==> src/rtl/boxcar_decimator_pkg.sv <==
// Shared DSP helpers for the boxcar decimator: accumulator sizing,
// FILL/DUMP state type and the DecimationLog2 legality check.
package boxcar_decimator_pkg;

    typedef enum logic {
        FILL = 1'b0,
        DUMP = 1'b1
    } state_e;

    function automatic int acc_width(int word_bits, int dec_log2);
        return word_bits + dec_log2;
    endfunction

    function automatic bit dec_log2_ok(int dec_log2);
        return (dec_log2 >= 1) && (dec_log2 <= 8);
    endfunction

endpackage

==> src/rtl/boxcar_decimator_if.sv <==
// Sample stream into and decimated stream out of the boxcar decimator,
// both valid/ready, plus the partial-block flush strobe.
interface boxcar_decimator_if #(
    parameter int WordLengthBits = 12
);
    logic signed [WordLengthBits-1:0] in_data;
    logic                             in_valid;
    logic                             in_ready;
    logic                             flush;
    logic signed [WordLengthBits-1:0] out_data;
    logic                             out_valid;
    logic                             out_ready;

    modport master (
        output in_data, in_valid, flush, out_ready,
        input  in_ready, out_data, out_valid
    );

    modport slave (
        input  in_data, in_valid, flush, out_ready,
        output in_ready, out_data, out_valid
    );
endinterface

==> src/rtl/boxcar_decimator.sv <==
// Integrate-and-dump decimator: emits the mean of each 2**DecimationLog2
// accepted samples. Define ROUNDING_EN for round-half-up instead of floor.
module boxcar_decimator
    import boxcar_decimator_pkg::*;
#(
    parameter int WordLengthBits = 12,
    parameter int DecimationLog2 = 2
) (
    input logic               clk,
    input logic               rst,
    boxcar_decimator_if.slave bus
);
    localparam int W    = WordLengthBits;
    localparam int D    = DecimationLog2;
    localparam int AccW = acc_width(W, D);

    localparam logic [D-1:0] LastCnt = '1;
`ifdef ROUNDING_EN
    localparam logic signed [AccW-1:0] RoundTerm = AccW'(2 ** (D - 1));
`else
    localparam logic signed [AccW-1:0] RoundTerm = '0;
`endif

    if (!dec_log2_ok(D)) begin : g_bad_cfg
        $error("boxcar_decimator: DecimationLog2 must be 1..8");
    end

    state_e                  state_q, state_d;
    logic [D-1:0]            cnt_q, cnt_d;
    logic signed [AccW-1:0]  sum_q, sum_d;
    logic signed [W-1:0]     out_q, out_d;
    logic                    ov_q, ov_d;

    logic                    accept;
    logic signed [AccW-1:0]  in_ext;
    logic signed [AccW-1:0]  total;
    logic signed [W-1:0]     result;

    assign bus.in_ready  = !ov_q || bus.out_ready;
    assign bus.out_data  = out_q;
    assign bus.out_valid = ov_q;

    assign accept = bus.in_valid && bus.in_ready;
    assign in_ext = {{D{bus.in_data[W-1]}}, bus.in_data};
    assign total  = sum_q + in_ext + RoundTerm;
    // The block mean always fits W bits, so truncation never wraps.
    assign result = W'(total >>> D);

    always_comb begin
        state_d = state_q;
        cnt_d   = cnt_q;
        sum_d   = sum_q;
        out_d   = out_q;
        ov_d    = ov_q;
        if (ov_q && bus.out_ready) begin
            ov_d = 1'b0;
        end
        if (bus.flush) begin
            state_d = FILL;
            cnt_d   = '0;
            sum_d   = '0;
        end else if (accept) begin
            unique case (state_q)
                FILL: begin
                    sum_d   = sum_q + in_ext;
                    cnt_d   = cnt_q + 1'b1;
                    state_d = (cnt_d == LastCnt) ? DUMP : FILL;
                end
                DUMP: begin
                    out_d   = result;
                    ov_d    = 1'b1;
                    sum_d   = '0;
                    cnt_d   = '0;
                    state_d = FILL;
                end
            endcase
        end
    end

    always_ff @(posedge clk or posedge rst) begin
        if (rst) begin
            state_q <= FILL;
            cnt_q   <= '0;
            sum_q   <= '0;
            out_q   <= '0;
            ov_q    <= 1'b0;
        end else begin
            state_q <= state_d;
            cnt_q   <= cnt_d;
            sum_q   <= sum_d;
            out_q   <= out_d;
            ov_q    <= ov_d;
        end
    end

endmodule

==> src/flat_wrapper.sv <==
// flat-port wrapper written by rule: the top's interface ports become plain ports
module boxcar_decimator_flat import boxcar_decimator_pkg::*;
#(
    parameter int WordLengthBits = 12,
    parameter int DecimationLog2 = 2
)
  (clk, rst, bus_in_data, bus_in_valid, bus_flush, bus_out_ready, bus_in_ready, bus_out_data, bus_out_valid);
  boxcar_decimator_if #(.WordLengthBits(WordLengthBits)) bus_i ();
  input logic clk;
  input logic rst;
  input wire logic [$bits(bus_i.in_data)-1:0] bus_in_data;
  input wire logic [$bits(bus_i.in_valid)-1:0] bus_in_valid;
  input wire logic [$bits(bus_i.flush)-1:0] bus_flush;
  input wire logic [$bits(bus_i.out_ready)-1:0] bus_out_ready;
  output wire logic [$bits(bus_i.in_ready)-1:0] bus_in_ready;
  output wire logic [$bits(bus_i.out_data)-1:0] bus_out_data;
  output wire logic [$bits(bus_i.out_valid)-1:0] bus_out_valid;
  assign bus_i.in_data = bus_in_data;
  assign bus_i.in_valid = bus_in_valid;
  assign bus_i.flush = bus_flush;
  assign bus_i.out_ready = bus_out_ready;
  assign bus_in_ready = bus_i.in_ready;
  assign bus_out_data = bus_i.out_data;
  assign bus_out_valid = bus_i.out_valid;
  boxcar_decimator #(.WordLengthBits(WordLengthBits), .DecimationLog2(DecimationLog2)) u_core (.clk(clk), .rst(rst), .bus(bus_i));
endmodule
==> config.mk <==
export PLATFORM = sky130hd
export DESIGN_NAME = boxcar_decimator_flat
export DESIGN_NICKNAME = d
export VERILOG_FILES = /design/src/rtl/boxcar_decimator_pkg.sv /design/src/rtl/boxcar_decimator_if.sv /design/src/rtl/boxcar_decimator.sv /design/src/flat_wrapper.sv
export SDC_FILE = /design/constraint.sdc
export NUM_CORES = 1
export LEC_CHECK = 0
export ABC_AREA = 1
export BUFFER_PORTS_ARGS = -buffer_cell sky130_fd_sc_hd__buf_2
export CAP_MARGIN = 20
export CORE_MARGIN = 8
export CORE_UTILIZATION = 35
export CTS_BUF_LIST = sky130_fd_sc_hd__clkbuf_4
export CTS_CLUSTER_SIZE = 16
export DETAILED_ROUTE_END_ITERATION = 8
export SLEW_MARGIN = 10
export SYNTH_ARGS = -nofsm -noshare
export SYNTH_HDL_FRONTEND = slang
export SYNTH_SLANG_ARGS = --single-unit
==> constraint.sdc <==
create_clock -name clk -period 3.5 [get_ports clk]
set_input_delay 0.7 -clock clk [delete_from_list [all_inputs] [get_ports clk]]
set_output_delay 0.7 -clock clk [all_outputs]
set_load 0.05 [all_outputs]
# Word level (Yosys, flattened, before mapping)
# Cells that the tools add are included.
# W data, S select, Z words.
dict set report op_classes {
  n_addsub 2
  muxes 14
  n_reduce_logical 6
  eq_ne 1
  bitwise 2
}
# cell count
set op_table {}
lappend op_table {{$mux W14} 2}
lappend op_table {{$pmux W14 S2} 1}
lappend op_table {{$add A14 B12 Y14} 1}
lappend op_table {{$mux W1} 7}
lappend op_table {{$mux W2} 2}
lappend op_table {{$pmux W2 S2} 1}
lappend op_table {{$reduce_and A3 Y1} 1}
lappend op_table {{$add A2 B1 Y2 const B} 1}
lappend op_table {{$eq A2 B2 Y1 const B} 1}
lappend op_table {{$logic_and A1 B1 Y1} 2}
lappend op_table {{$not A1 Y1} 2}
lappend op_table {{$pmux W1 S2} 1}
lappend op_table {{$reduce_bool A2 Y1} 1}
lappend op_table {{$logic_not A1 Y1} 1}
lappend op_table {{$logic_or A1 B1 Y1} 1}
dict set report totals {
  out_inout_bits 14
  regBits 30
  inputBits 17
}

# Logic depth before layout (Yosys ltp)
# Gate-level depths: netlist (run 1).
dict set report depth {
  word_depth 6
  ltp_mapped 10
}

# Worst setup path before layout (run 1)
# Ideal clock, no wire load.
dict set report synth_timing {
  kind {input to register}
  startpoint {input port bus_in_data[0]}
  endpoint {register u_core.out_q[4], in the netlist u_core.bus.out_data[4]}
  path_slack_ns 1.429
  cell_stages 9
  arrival_ns 1.953
  t_required_ns 3.382
  path_cell_list {ha_1 > fa_1 > nand3_1 > nand3_2 > nand2_1 > nand2_1 > or2_1 > nand3_1 > nand2_1}
}
dict set report synth_between {
  elab_chain_len 1
}
# item line
set synth_rtl {}
lappend synth_rtl {{from (decl)} flat_wrapper.sv:11} ;# input wire logic [$bits(bus_i.in_data)-1:0] bus_in_data;
lappend synth_rtl {{$add A14 B12 Y14} boxcar_decimator.sv:45} ;# assign total = sum_q + in_ext + RoundTerm;
lappend synth_rtl {{to (signal assigned)} boxcar_decimator.sv:91} ;# out_q <= out_d;
lappend synth_rtl {{to (decl)} boxcar_decimator.sv:31} ;# logic signed [W-1:0] out_q, out_d;
# No other way between the ends.
# A chain may end at the register's enable or synchronous reset.

# Worst setup path after layout (run 1)
dict set report layout_timing {
  startpoint {input port bus_in_data[0]}
  endpoint {register u_core.sum_q[6]}
}
dict set report layout_between {
  elab_chain_len 4
}
# item line
set layout_rtl {}
lappend layout_rtl {{$add A14 B12 Y14} boxcar_decimator.sv:65} ;# sum_d = sum_q + in_ext;
lappend layout_rtl {{$pmux W14 S2} boxcar_decimator.sv:63} ;# unique case (state_q)
lappend layout_rtl {{$mux W14} boxcar_decimator.sv:62} ;# end else if (accept) begin
lappend layout_rtl {{$mux W14} boxcar_decimator.sv:58} ;# if (bus.flush) begin
lappend layout_rtl {{to (signal assigned)} boxcar_decimator.sv:90} ;# sum_q <= sum_d;
lappend layout_rtl {{to (decl)} boxcar_decimator.sv:30} ;# logic signed [AccW-1:0] sum_q, sum_d;
# No other way between the ends. The select of a mux whose other input is x is not followed.

==> results of run 1 <==
## where the power goes
| group | internal, µW | leakage [µW] | switching [µW] |
|---|---|---|---|
| registers | 402 | 0.000403 | 30.4 |
| logic | 137 | 0.000902 | 317 |
| clock network | 74.6 | 0.0000286 | 132 |
## worst paths after layout
path | start | to | slack (ps) | cells after the start
min in group clk | u_core.bus.out_data[8] | u_core.bus.out_data[8] | 480 | 2
max in group asynchronous | rst | u_core.bus.out_data[8] | 2780 | 3
setup reg to reg | u_core.sum_q[0] | u_core.sum_q[6] | 1630 | 9
setup / recovery | bus_in_data[0] | u_core.sum_q[6] | 1580 | 10
hold / removal | rst | u_core.bus.out_data[2] | 430 | 3
hold reg to reg | u_core.bus.out_data[8] | u_core.bus.out_data[8] | 480 | 2
## worst max-delay path, cell delays in order
cell and delay [ps]:
buf_2 100, ha_1 220, fa_1 430, nand3_1 120, nand3_2 110, nand2_1 80, nand2_1 60, or2_1 220
nand3_1 70, nand2_1 50
## sequential cells by signal, summed over array words and instances (netlist names)
| name | flops |
|---|---|
| u_core.bus.out_data | 12 |
| u_core.bus.out_valid | 1 |
| u_core.cnt_q | 2 |
| u_core.state_q | 1 |
| u_core.sum_q | 14 |
## Yosys cell counts
| master | instances |
|---|---|
| dfrtp_1 | 30 |
| a21oi_1 | 7 |
| xnor2_1 | 3 |
| a21oi_2 | 1 |
| nor2_1 | 11 |
| o21ai_2 | 1 |
| or2_0 | 1 |
| nand2_2 | 4 |
| nand4_1 | 3 |
| nand2_1 | 108 |
| nand3b_1 | 1 |
| nor2_2 | 1 |
| o21ai_1 | 3 |
| ha_1 | 14 |
| nand3_2 | 1 |
| inv_1 | 34 |
| fa_1 | 1 |
| xor2_1 | 4 |
| buf_6 | 1 |
| clkinv_2 | 2 |
| a22o_1 | 4 |
| nand2_4 | 2 |
| o21ai_0 | 4 |
| or2_1 | 1 |
| nand3_1 | 22 |
| buf_4 | 2 |
## cell families (layout without fill, tap and decap cells)
group                    Yosys count  count (layout)  synth area share, %
AND/OR/NAND/NOR                  155             155                 33.8
buffers and inverters             39              75                 8.39
flip-flops                        30              30                 38.4
AO/OA/AOI/OAI                     20              20                 6.28
adder cells (fa/ha/maj)           15              15                 9.99
XOR/XNOR                           7               7                 3.14
## per-layer routing
| metal | vias to the layer above | track usage [%] | share of wire (%) |
|---|---|---|---|
| li1 | 909 | - | - |
| met3 | 7 | 2.83 | 2.9 |
| met5 | - | 0 | 0 |
| met1 | 793 | 15.4 | 49 |
| met2 | 29 | 20.1 | 46 |
| met4 | 0 | 5.83 | 2.2 |
## per-stage QoR
| stage | utilization, % | total power (µW) | worst slack (ps) |
|---|---|---|---|
| 2_1_floorplan | - | 791 | 1430 |
| 3_3_place_gp | 40.0 | 892 | 1240 |
| 3_5_place_dp | 40.0 | 897 | 1200 |
| 4_1_cts | 41.0 | 1110 | 1580 |
| 5_1_grt | 41.0 | 1180 | 1440 |
| 6_report | 41.0 | 1090 | 1580 |
## final cells by class
cell class / count / area, µm² / area share, %
clock inverter: 3 / 16.3 / 0.730
inverter: 36 / 138 / 6.18
sequential: 30 / 751 / 33.7
multi-input combinational: 197 / 1040 / 46.6
timing repair buffer: 31 / 158 / 7.07
clock buffer: 5 / 37.5 / 1.68
tap: 72 / 90.1 / 4.04
==> summary.md, run 1 <==
| Metric | Value |
|---|---|
| Status | `complete, no violations` |
| Leak Pwr | `0.00133 µW` |
| Reg clk slew, reported paths | `110 ps` |
| RD Place Congestion | `0.935` |
| Hold Vio Cnt, Final | `0` |
| Clock sink total | `30` |
| Cell accounting for the most synthesized area | `dfrtp_1` |
| Vias in the first global route | `1,821` |
| Worst Tran Pin Value | `841 ps` |
| Peak supply drop | `0.000257 V` |
| Fraction of the yosys area taken by sequential cells | `38.4%` |
| Seq cells post-synth | `30` |
| Synth Warn # | `0` |
| Aggregate global routing overflow | `0` |
| Crit start category | `primary input` |
| Crit share post-route | `54.9%` |
| DIE AREA | `8230 µm²` |
| Final Critical Period | `1920 ps` |
| Max H-tree Level | `2` |
| Via count | `1,738` |
| Via density | `4.65` |
| DR iter-0 viols | `49` |
| Placed Area | `2170 µm²` |
| Fin. max-slew vios | `0` |
| PortBufs | `30` |
| # nets final | `333` |
| Detailed Routing Iterations Pass 1 | `4` |
| Top Ports | `31` |
| CTS tree | `done` |
| Setup_tns | `0 ps` |
| Die height | `90.7 µm` |
| Largest net degree at the start of global routing | `31` |
| Drt wl/cell | `12.5 µm` |
| CP required | `3740 ps` |
| Mean Syn Cell Area | `7.34 µm²` |
| Layout cells sized above 1 | `16.6%` |
| Clock Skews | `17.7 ps` |
| Post-synth top area share | `38.4%` |
| Longest Clk Path Bufs | `2` |
| Worst-path fanout max | `4` |
| Fmax | `0.521 GHz` |
| # rows | `27` |
| Commonest non-fill, non-tap cell in the layout | `nand2_1` |
| Top cells by area, synth | `dfrtp_1, nand2_1, ha_1` |
| Syn Inst Count | `266` |
| Cell variety after synth | `26` |
| Initial Util | `35.9%` |
| Routed WL | `4670 µm` |
| Final setup fails | `0` |
| CTS buffer count | `5` |
| Die W | `90.7 µm` |
| Power per cell area | `491 nW/µm²` |
| Hold WS | `427 ps` |
| First-pass GRT wire length | `8400 µm` |
| CTS resizes | `0` |
| Area Growth Syn to Fin | `14.1%` |
| Antenna cells | `0` |
| Post-CTS Hold Fix Bufs | `0` |
| Worst skew pair latency | `340 ps` |
| CTS root buffer | `clkbuf_4` |
| RSZ-0062 raised after global routing | `false` |
| DRC viols | `0` |
| Final Non-Filler Cells | `374` |
| Mapped Nets | `298` |
| Critical path class | `in -> reg` |
| Max-slew headroom at the worst pin | `43.9%` |
| Synth Cell Area | `1950 µm²` |
| Crit. End Element | `flop` |
| Core area | `5440 µm²` |
| Post-CTS Setup Inserts | `0` |
| Worst hold path class | `in -> async` |
| Fill cells | `558` |
| Final instance area | `2230 µm²` |
| Placed Instances | `366` |
| Post-DP HPWL | `3620 µm` |
| Arrival time at the worst endpoint | `2160 ps` |
| Max Cap Viol | `0` |
| Post-route ant nets | `0` |
| Total track usage | `12.5%` |
| Most frequent cells in the layout | `nand2_1, inv_1, buf_2, dfrtp_1, nand3_1` |
| Initial antenna violation count | `0` |
Power figures use the tool's default switching activity.
==> run 2, diff against run 1 <==
==> constraint.sdc (replaced) <==
create_clock -name clk -period 1.9 [get_ports clk]
set_input_delay 0.38 -clock clk [delete_from_list [all_inputs] [get_ports clk]]
set_output_delay 0.38 -clock clk [all_outputs]
set_load 0.05 [all_outputs]
==> summary.md, run 2 (same netlist as run 1, synthesis figures left out) <==
| Metric | Value |
|---|---|
| Drt wl/cell | `12.1 µm` |
| Aggregate global routing overflow | `0` |
| Fmax | `0.568 GHz` |
| Largest net degree at the start of global routing | `31` |
| Hold Vio Cnt, Final | `0` |
| CTS buffer count | `5` |
| Post-route ant nets | `0` |
| CP required | `2120 ps` |
| Net Sw Power | `864 µW` |
| Fin. max-slew vios | `0` |
| RD Place Congestion | `0.914` |
| Top Ports | `31` |
| DRC viols | `0` |
| Via count | `1,740` |
| DIE AREA | `8230 µm²` |
| Overall Power | `2020 µW` |
| CTS root buffer | `clkbuf_4` |
| Power per cell area | `890 nW/µm²` |
| Total track usage | `12.1%` |
| Setup_tns | `0 ps` |
| Power share of the clock group | `18.5%` |
| Initial antenna violation count | `0` |
| Comb power frac | `41.9%` |
| Die W | `90.7 µm` |
| First-pass GRT wire length | `8160 µm` |
| Initial Util | `35.9%` |
| Critical path class | `reg -> reg` |
| RSZ-0062 raised after global routing | `false` |
| Longest Clk Path Bufs | `2` |
| Net Sw Frac | `42.8%` |
| Core area | `5440 µm²` |
| Worst skew pair latency | `330 ps` |
| Flop pwr share | `39.6%` |
| Routed WL | `4600 µm` |
| Die height | `90.7 µm` |
| Worst-path fanout max | `4` |
| Placed Instances | `370` |
| Most flops, register | `u_core.sum_q` |
| Arrival time at the worst endpoint | `1980 ps` |
| Leak Pwr | `0.00136 µW` |
| Detailed Routing Iterations Pass 1 | `5` |
| # nets final | `338` |
| Crit start category | `flop` |
| Post-CTS Hold Fix Bufs | `0` |
| Final Critical Period | `1760 ps` |
| Area Growth Syn to Fin | `16.1%` |
| Crit share post-route | `92.6%` |
| Worst Tran Pin Value | `381 ps` |
| Max-slew headroom at the worst pin | `74.6%` |
| Max Cap Viol | `0` |
| Crit. End Element | `flop` |
| PortBufs | `30` |
| Status | `complete, no violations` |
| Post-DP HPWL | `3650 µm` |
| Commonest non-fill, non-tap cell in the layout | `nand2_1` |
| Worst hold path class | `in -> async` |
| Max H-tree Level | `2` |
| Most frequent cells in the layout | `nand2_1, inv_1, buf_2, dfrtp_1, nand3_1` |
| DR iter-0 viols | `93` |
| Internal | `1150 µW` |
| Max reg flops | `14` |
| # rows | `27` |
| Setup slack, reg-to-reg | `140 ps` |
| Antenna cells | `0` |
| Clock sink total | `30` |
| Final setup fails | `0` |
| CTS tree | `done` |
| Via density | `4.59` |
| Vias in the first global route | `1,844` |
| Reg clk slew, reported paths | `100 ps` |
| Peak supply drop | `0.000549 V` |
| Layout cells sized above 1 | `18.2%` |
| Final Non-Filler Cells | `379` |
| Clock Skews | `7.17 ps` |
run 2: changes by cell type in the layout (fill, tap and decap cells not counted):
| cell | delta |
|---|---|
| buf_4 | +5 |
| fa_2 | +1 |
| clkbuf_4 | +1 |
| fa_1 | -1 |
| clkinvlp_4 | -1 |
run 2: final timing paths:
| check | from | to | cells past startpoint |
|---|---|---|---|
| max | u_core.sum_q[0] | u_core.bus.out_data[4] | 9 |
| min reg2reg | u_core.bus.out_data[11] | u_core.bus.out_data[11] | 2 |
| max in group asynchronous | rst | u_core.cnt_q[0] | 3 |
| min | rst | u_core.bus.out_data[10] | 3 |
| max reg2reg | u_core.sum_q[0] | u_core.bus.out_data[4] | 9 |
| min in group clk | bus_out_ready | u_core.bus.out_valid | 4 |
run 2: per-layer routing:
layer / vias to the layer above / global-route usage (%) / wire length (µm)
li1: 915 / - / -
met1: 782 / 14.3 / 2160
met2: 39 / 20.4 / 2170
met3: 4 / 2.66 / 219
met4: 0 / 5.13 / 52
met5: - / 0 / 0
run 2: power groups by stage:
stage          Sequential (µW)  Combinational, µW  Clock [µW]
3_3_place_gp               808                840           0
5_1_grt                    812                947         418
6_report                   799                845         374
4_1_cts                    800                851         395
3_5_place_dp               812                847           0
2_1_floorplan             1010                444           0
run 2: per-stage QoR:
| stage | area [µm²] | hold slack, ps | utilization (%) | setup slack [ps] |
|---|---|---|---|---|
| after floorplan | 1950 | 453 | - | 149 |
| final | 2270 | 119 | 41.7 | 140 |
| after detailed placement | 2200 | 467 | 40.5 | -4.25 |
| after global routing | 2270 | 151 | 41.7 | 12.2 |
| after global placement | 2200 | 462 | 40.5 | 3.11 |
| after CTS | 2260 | 109 | 41.5 | 80.4 |
run 2: layout make-up:
| class | count | area, µm² |
|---|---|---|
| Clock buffer | 6 | 45.0 |
| Clock inverter | 2 | 8.76 |
| Fill cell | 557 | 3170 |
| Inverter | 36 | 138 |
| Multi-Input combinational cell | 197 | 1040 |
| Sequential cell | 30 | 751 |
| Tap cell | 72 | 90.1 |
| Timing Repair Buffer | 36 | 195 |
run 2: critical path: stages (launching register included):
cell     delay (ps)
dfrtp_1         400
ha_1            210
fa_2            350
nand3_1         100
nand3_2         110
nand2_1          80
nand2_1          50
or2_1           220
nand3_1          70
nand2_1          60
run 2: what timing repair did:
action	in CTS	in global routing
setup endpoints to repair	0	2
buffers inserted	0	1
gates resized for setup	0	1
